<file path="config.mk">
export PLATFORM = sky130hd
export DESIGN_NAME = score_keeper_flat
export DESIGN_NICKNAME = d
export VERILOG_FILES = /design/src/rtl/score_pkg.sv /design/src/rtl/score_keeper_if.sv /design/src/rtl/score_keeper_sat_addsub.sv /design/src/rtl/score_keeper.sv /design/src/flat_wrapper.sv
export SDC_FILE = /design/constraint.sdc
export NUM_CORES = 1
export LEC_CHECK = 0
export BUFFER_PORTS_ARGS = -buffer_cell sky130_fd_sc_hd__buf_2
export CAP_MARGIN = 25
export CELL_PAD_IN_SITES_DETAIL_PLACEMENT = 0
export CELL_PAD_IN_SITES_GLOBAL_PLACEMENT = 1
export CORE_ASPECT_RATIO = 2
export CORE_UTILIZATION = 39
export CTS_BUF_LIST = sky130_fd_sc_hd__clkbuf_2
export CTS_CLUSTER_SIZE = 40
export DETAILED_ROUTE_END_ITERATION = 16
export GPL_ROUTABILITY_DRIVEN = 0
export PLACE_DENSITY = 0.82
export SETUP_SLACK_MARGIN = 0.5
export SLEW_MARGIN = 40
export SYNTH_ARGS = -nofsm -noshare
export SYNTH_HDL_FRONTEND = slang
export SYNTH_HIERARCHICAL = 1
export SYNTH_SLANG_ARGS = --single-unit
export TNS_END_PERCENT = 50
</file>
<file path="constraint.sdc">
create_clock -name clk -period 3.4 [get_ports clk]
set_input_delay 0.51 -clock clk [delete_from_list [all_inputs] [get_ports clk]]
set_output_delay 0.51 -clock clk [all_outputs]
set_load 0.02 [all_outputs]
</file>
<file path="src/rtl/score_pkg.sv">
// Shared encodings for the score keeper: FSM state codes, event-select enum and
// the event priority encoder.
package score_pkg;

  localparam logic [0:0] ST_ARMED  = 1'b0;
  localparam logic [0:0] ST_LOCKED = 1'b1;

  typedef enum logic [1:0] {
    EV_NONE  = 2'd0,
    EV_PLUS  = 2'd1,
    EV_MINUS = 2'd2,
    EV_LEGAL = 2'd3
  } ev_sel_t;

  // Bonus beats penalty beats legal move; the losers are dropped for this packet.
  function automatic ev_sel_t prio_encode(input logic plus_evt, input logic minus_evt,
                                          input logic legal_evt);
    if (plus_evt)       return EV_PLUS;
    else if (minus_evt) return EV_MINUS;
    else if (legal_evt) return EV_LEGAL;
    else                return EV_NONE;
  endfunction

endpackage

</file>
<file path="src/rtl/score_keeper_if.sv">
// Event inputs and score outputs of the score keeper.
// master drives the events (move checker side), slave is the score keeper.
interface score_keeper_if #(
  parameter int WIDTH = 8
);
  logic             rx_strobe;
  logic             plus_evt;
  logic             minus_evt;
  logic             legal_evt;
  logic [WIDTH-1:0] score;
  logic             score_upd;
  logic             sat_hi;
  logic             sat_lo;
  logic [WIDTH-1:0] hi_score;

  modport master (
    output rx_strobe, plus_evt, minus_evt, legal_evt,
    input  score, score_upd, sat_hi, sat_lo, hi_score
  );

  modport slave (
    input  rx_strobe, plus_evt, minus_evt, legal_evt,
    output score, score_upd, sat_hi, sat_lo, hi_score
  );
endinterface

</file>
<file path="src/rtl/score_keeper_sat_addsub.sv">
// Combinational clamped add/subtract: adds clamp at MAX_SCORE, subtracts clamp at 0;
// sat flags a clamp. Landing exactly on a bound is not a clamp.
module sat_addsub #(
  parameter int WIDTH     = 8,
  parameter int MAX_SCORE = 255
) (
  input  logic [WIDTH-1:0] a,
  input  logic [WIDTH-1:0] amt,
  input  logic             sub,
  output logic [WIDTH-1:0] result,
  output logic             sat
);
  localparam logic [WIDTH:0] MAX_W = (WIDTH+1)'(MAX_SCORE);

  logic [WIDTH:0] sum;

  always_comb begin
    sum    = {1'b0, a} + {1'b0, amt};
    result = sum[WIDTH-1:0];
    sat    = 1'b0;
    if (sub) begin
      if (a < amt) begin
        result = '0;
        sat    = 1'b1;
      end else begin
        result = a - amt;
      end
    end else if (sum > MAX_W) begin
      result = MAX_W[WIDTH-1:0];
      sat    = 1'b1;
    end
  end
endmodule

</file>
<file path="src/rtl/score_keeper.sv">
// Game score accumulator: one saturating update per move packet, re-armed by a
// rising edge of rx_strobe. Optional high-score register under SCORE_HISCORE_EN.
//
// state     | meaning
// ST_ARMED  | waiting for the first event of this packet
// ST_LOCKED | update done; ignoring events until rx_strobe rises
module score_keeper
  import score_pkg::*;
#(
  parameter int WIDTH     = 8,
  parameter int BONUS     = 5,
  parameter int PENALTY   = 5,
  parameter int STEP      = 1,
  parameter int MAX_SCORE = 255
) (
  input logic          clk,
  input logic          resetn,
  input logic          clear,
  score_keeper_if.slave bus
);
  logic [0:0]       state;
  logic             rx_q;
  logic [WIDTH-1:0] score_q;
  logic             score_upd_q;
  logic             sat_hi_q;
  logic             sat_lo_q;

  ev_sel_t          ev;
  logic [WIDTH-1:0] amt;
  logic             sub;
  logic [WIDTH-1:0] nxt;
  logic             sat;
  logic             rx_rise;

  assign rx_rise = bus.rx_strobe & ~rx_q;

  always_comb begin
    ev  = prio_encode(bus.plus_evt, bus.minus_evt, bus.legal_evt);
    amt = '0;
    sub = 1'b0;
    case (ev)
      EV_PLUS:  amt = WIDTH'(BONUS);
      EV_MINUS: begin
        amt = WIDTH'(PENALTY);
        sub = 1'b1;
      end
      EV_LEGAL: amt = WIDTH'(STEP);
      default:  amt = '0;
    endcase
  end

  sat_addsub #(
    .WIDTH     (WIDTH),
    .MAX_SCORE (MAX_SCORE)
  ) u_sat_addsub (
    .a      (score_q),
    .amt    (amt),
    .sub    (sub),
    .result (nxt),
    .sat    (sat)
  );

  always_ff @(posedge clk) begin
    if (!resetn || clear) begin
      state       <= ST_ARMED;
      rx_q        <= 1'b0;
      score_q     <= '0;
      score_upd_q <= 1'b0;
      sat_hi_q    <= 1'b0;
      sat_lo_q    <= 1'b0;
    end else begin
      rx_q        <= bus.rx_strobe;
      score_upd_q <= 1'b0;
      if (state == ST_ARMED) begin
        // An rx_strobe edge arriving with the event is absorbed by this update.
        if (ev != EV_NONE) begin
          score_q     <= nxt;
          score_upd_q <= 1'b1;
          state       <= ST_LOCKED;
          if (sat && sub)  sat_lo_q <= 1'b1;
          if (sat && !sub) sat_hi_q <= 1'b1;
        end
      end else if (rx_rise) begin
        state <= ST_ARMED;
      end
    end
  end

`ifdef SCORE_HISCORE_EN
  logic [WIDTH-1:0] hi_q;

  // Follows the registered score, so it lands one edge after the update; clear leaves it.
  always_ff @(posedge clk) begin
    if (!resetn) begin
      hi_q <= '0;
    end else if (score_upd_q && (score_q > hi_q)) begin
      hi_q <= score_q;
    end
  end

  assign bus.hi_score = hi_q;
`else
  assign bus.hi_score = '0;
`endif

  assign bus.score     = score_q;
  assign bus.score_upd = score_upd_q;
  assign bus.sat_hi    = sat_hi_q;
  assign bus.sat_lo    = sat_lo_q;
endmodule

</file>
<file path="src/flat_wrapper.sv">
// flat-port wrapper written by rule: the top's interface ports become plain ports
module score_keeper_flat import score_pkg::*;
#(
  parameter int WIDTH     = 8,
  parameter int BONUS     = 5,
  parameter int PENALTY   = 5,
  parameter int STEP      = 1,
  parameter int MAX_SCORE = 255
)
  (clk, resetn, clear, bus_rx_strobe, bus_plus_evt, bus_minus_evt, bus_legal_evt, bus_score, bus_score_upd, bus_sat_hi, bus_sat_lo, bus_hi_score);
  score_keeper_if #(.WIDTH(WIDTH)) bus_i ();
  input logic clk;
  input logic resetn;
  input logic clear;
  input wire logic [$bits(bus_i.rx_strobe)-1:0] bus_rx_strobe;
  input wire logic [$bits(bus_i.plus_evt)-1:0] bus_plus_evt;
  input wire logic [$bits(bus_i.minus_evt)-1:0] bus_minus_evt;
  input wire logic [$bits(bus_i.legal_evt)-1:0] bus_legal_evt;
  output wire logic [$bits(bus_i.score)-1:0] bus_score;
  output wire logic [$bits(bus_i.score_upd)-1:0] bus_score_upd;
  output wire logic [$bits(bus_i.sat_hi)-1:0] bus_sat_hi;
  output wire logic [$bits(bus_i.sat_lo)-1:0] bus_sat_lo;
  output wire logic [$bits(bus_i.hi_score)-1:0] bus_hi_score;
  assign bus_i.rx_strobe = bus_rx_strobe;
  assign bus_i.plus_evt = bus_plus_evt;
  assign bus_i.minus_evt = bus_minus_evt;
  assign bus_i.legal_evt = bus_legal_evt;
  assign bus_score = bus_i.score;
  assign bus_score_upd = bus_i.score_upd;
  assign bus_sat_hi = bus_i.sat_hi;
  assign bus_sat_lo = bus_i.sat_lo;
  assign bus_hi_score = bus_i.hi_score;
  score_keeper #(.WIDTH(WIDTH), .BONUS(BONUS), .PENALTY(PENALTY), .STEP(STEP), .MAX_SCORE(MAX_SCORE)) u_core (.clk(clk), .resetn(resetn), .clear(clear), .bus(bus_i));
endmodule
</file>
==> impl_metrics.tcl <==
set metrics [dict create \
    status "finished clean" \
    startpoint_type "primary input" \
    r2r-start "u_core/bus.score[0]$_SDFFE_PP0P_" \
    initial_core_util_pct 41.84 \
    cts_sinks 13 \
    worstPathRequired_ns 3.61 \
    critPathArrivalTime_ns 3.05 \
    track_usage_pct 19.09 \
    drtAntennaViolNets 0 \
    rows 29 \
    wl_per_cell_um 14.35 \
    cp_slowest_cell "fa_2" \
    area_delta_synth_final_pct 16.57 \
    wl_um 3445 \
    via_per_inst 5.463 \
    path_common_cell "ha_2" \
    worstSetupPathType "primary input to register" \
    timing.fmax_ghz 0.3520 \
    dr_total_vias 1311 \
    root_buffer "clkbuf_2" \
    synth_top_cells_by_area "dfxtp_1, ha_1, a21oi_1" \
    io_buffers 17 \
    first_global_vias 1355 \
    n_antenna_cell 0 \
    hp-class "primary input to register" \
    path_max_fanout 5 \
    fin_tns_setup_ns 0 \
    drv_cap 0 \
    cts_tree "done" \
    antenna_found_initial 0 \
    yosys_warnings 6 \
    synth_top_area_share_pct 19.26 \
    yosysTopAreaCell "dfxtp_1" \
    io_pins 26 \
    max_slew_margin_pct 62.01 \
    cts_buffer_depth 2 \
    crit_family "compound AO/OA/AOI/OAI gates" \
    netlist_instances 175 \
    drv_slew 0 \
    grt_pass1_wl_um 5520 \
    grt-ovfl-total 0 \
    fin_crit_ns 2.841 \
    drc 0 \
    drt-initial-drc-count 32 \
    dpl.hpwl_um 2630 \
    die-area_um2 3718 \
    cp.buffers_inverters 2 \
    tightest_slew_ns 0.5699 \
    crit_path_start "bus_legal_evt" \
    worstHoldStart "bus_rx_strobe" \
    end_kind "register" \
    rsz0062_at_grt "true" \
    grt_max_degree 14 \
    clock_skew_ns 0.01934 \
    p_leak_uw 0.0007668 \
    h-tree-depth 1 \
    clkLatencyLatePin_ns 0.27 \
    fin_area_um2 1575 \
    core_um2 3229 \
    num-fill-cells 352 \
    die_w_um 43.62 \
    synth-seq-area-share_pct 19.26 \
    power_density_nw_per_um2 311.6 \
    crit_chain "buf_2 -> nor2_1 -> or2_2 -> ha_2 -> inv_1 -> ha_2 -> fa_2 -> nor2b_2 -> o21bai_2 -> a32oi_2 -> nand2_2 -> o221a_2 -> o21ai_0 -> nand2_1 -> a21oi_1" \
    clkTransAtPathRegs_ns 0.15 \
    nets 237 \
    hold_viol_final 0 \
    dpl-instance-area_um2 1460 \
    die_h_um 85.25 \
    synth_edf_count 0 \
    syn_area_um2 1351 \
    final-setup-viol-count 0 \
    worst_path_largest_cell_delay_ns 0.41 \
    synth.distinct_cells 40 \
    synthTopCellsByCount "inv_1, nand2_1, ha_1, a21oi_1, nor2_1" \
    cts_buffers 3 \
    synth_ff_type "dfxtp_1" \
    avgSynthCellArea_um2 7.722 \
    drive_above_1_share_pct 26.32 \
    finalCritPeriodShare_pct 83.56 \
    synth_seq_cells 13 \
    ir_drop_mv 0.2187 \
    async_flop_share_pct 0 \
    first_pass_iters 4 \
]
==> where the power goes <==
part / total [µW] / switching (µW) / internal, µW
registers: 171 / 9.46 / 162
clock network: 83.6 / 52.4 / 31.2
logic: 236 / 143 / 93.3
total: 491 / 205 / 286
==> worst min-delay path, cell delays in order <==
cell	delay, ns
buf_2	0.07
inv_1	0.04
nor2_1	0.08
==> layout make-up <==
class / instances / area, µm² / area share, %
timing repair buffer: 24 / 137.6 / 8.737
clock buffer: 4 / 20.02 / 1.271
tap: 31 / 38.79 / 2.462
multi-input combinational: 146 / 1036 / 65.77
inverter: 22 / 82.58 / 5.242
sequential: 13 / 260.3 / 16.52
==> per-layer routing <==
layer / wire length, µm / global-route usage [%] / up-vias
li1: - / - / 638
met1: 1227 / 18.05 / 618
met2: 1968 / 33.79 / 40
met3: 101 / 2.128 / 15
met4: 147 / 16.76 / 0
met5: 0 / 0 / -
==> stage by stage <==
stage          total power (µW)  std cells  worst slack [ns]  hold WS, ns  utilization [%]
2_1_floorplan             346.0        196            0.5671       0.4982                -
3_3_place_gp              373.6        232           0.05136       0.4513            45.21
3_5_place_dp              379.4        232          0.001542       0.4637            45.21
4_1_cts                   468.7        237            0.5057       0.4498            46.57
5_1_grt                   526.9        240            0.4585       0.4419            48.78
6_report                  490.8        240            0.5591       0.4683            48.78
==> sequential cells by signal, summed over array words and instances, names as in the netlist <==
name / flops
u_core/bus.sat_lo: 1
u_core/rx_q: 1
u_core/bus.score: 8
u_core/bus.score_upd: 1
u_core/bus.sat_hi: 1
u_core/state: 1
==> final timing paths <==
path | endpoint | slack (ns) | cells past startpoint
worst max-delay path | u_core/bus.score[4]$_SDFFE_PP0P_ | 0.56 | 15
worst min-delay path | u_core/rx_q$_SDFF_PP0_ | 0.47 | 3
worst max register to register | u_core/bus.score[4]$_SDFFE_PP0P_ | 0.90 | 11
worst min register to register | u_core/bus.sat_lo$_SDFFE_PP0P_ | 0.49 | 2
==> cell families (layout without fill, tap and decap cells) <==
| logic type | count (synthesis) | in the layout | synth area share [%] |
|---|---|---|---|
| adder cells (fa/ha/maj) | 20 | 20 | 19.63 |
| buffers and inverters | 37 | 50 | 14.72 |
| AND/OR/NAND/NOR | 49 | 49 | 16.20 |
| AO/OA/AOI/OAI | 53 | 53 | 28.61 |
| XOR/XNOR | 2 | 2 | 1.297 |
| flip-flops | 13 | 13 | 19.26 |
| other | 1 | 22 | 0.2775 |
==> cell usage in the layout, fill, tap and decap left out, drive strengths merged, types with 2 or more instances in the layout <==
master / netlist / layout
o21bai: 2 / 2
xor2: 2 / 2
clkbuf: 0 / 4
nor4: 2 / 2
o21ai: 10 / 10
buf: 15 / 24
nand2b: 3 / 3
a31oi: 3 / 3
a221oi: 7 / 7
dfxtp: 13 / 13
conb: 1 / 22
fa: 2 / 2
inv: 21 / 21
o221a: 4 / 4
a21oi: 17 / 17
ha: 18 / 18
or2: 2 / 2
nor2b: 2 / 2
nand2: 20 / 20
nor2: 17 / 17
==> timing repair <==
item                       in CTS  in global routing
gates cloned                    0                  0
hold buffers                    0                  0
setup buffers                   1                  3
gates resized for setup         5                 11
pin swaps                       2                  5
setup endpoints to repair       5                  6
No activity file was read; power rests on OpenSTA's default activity.
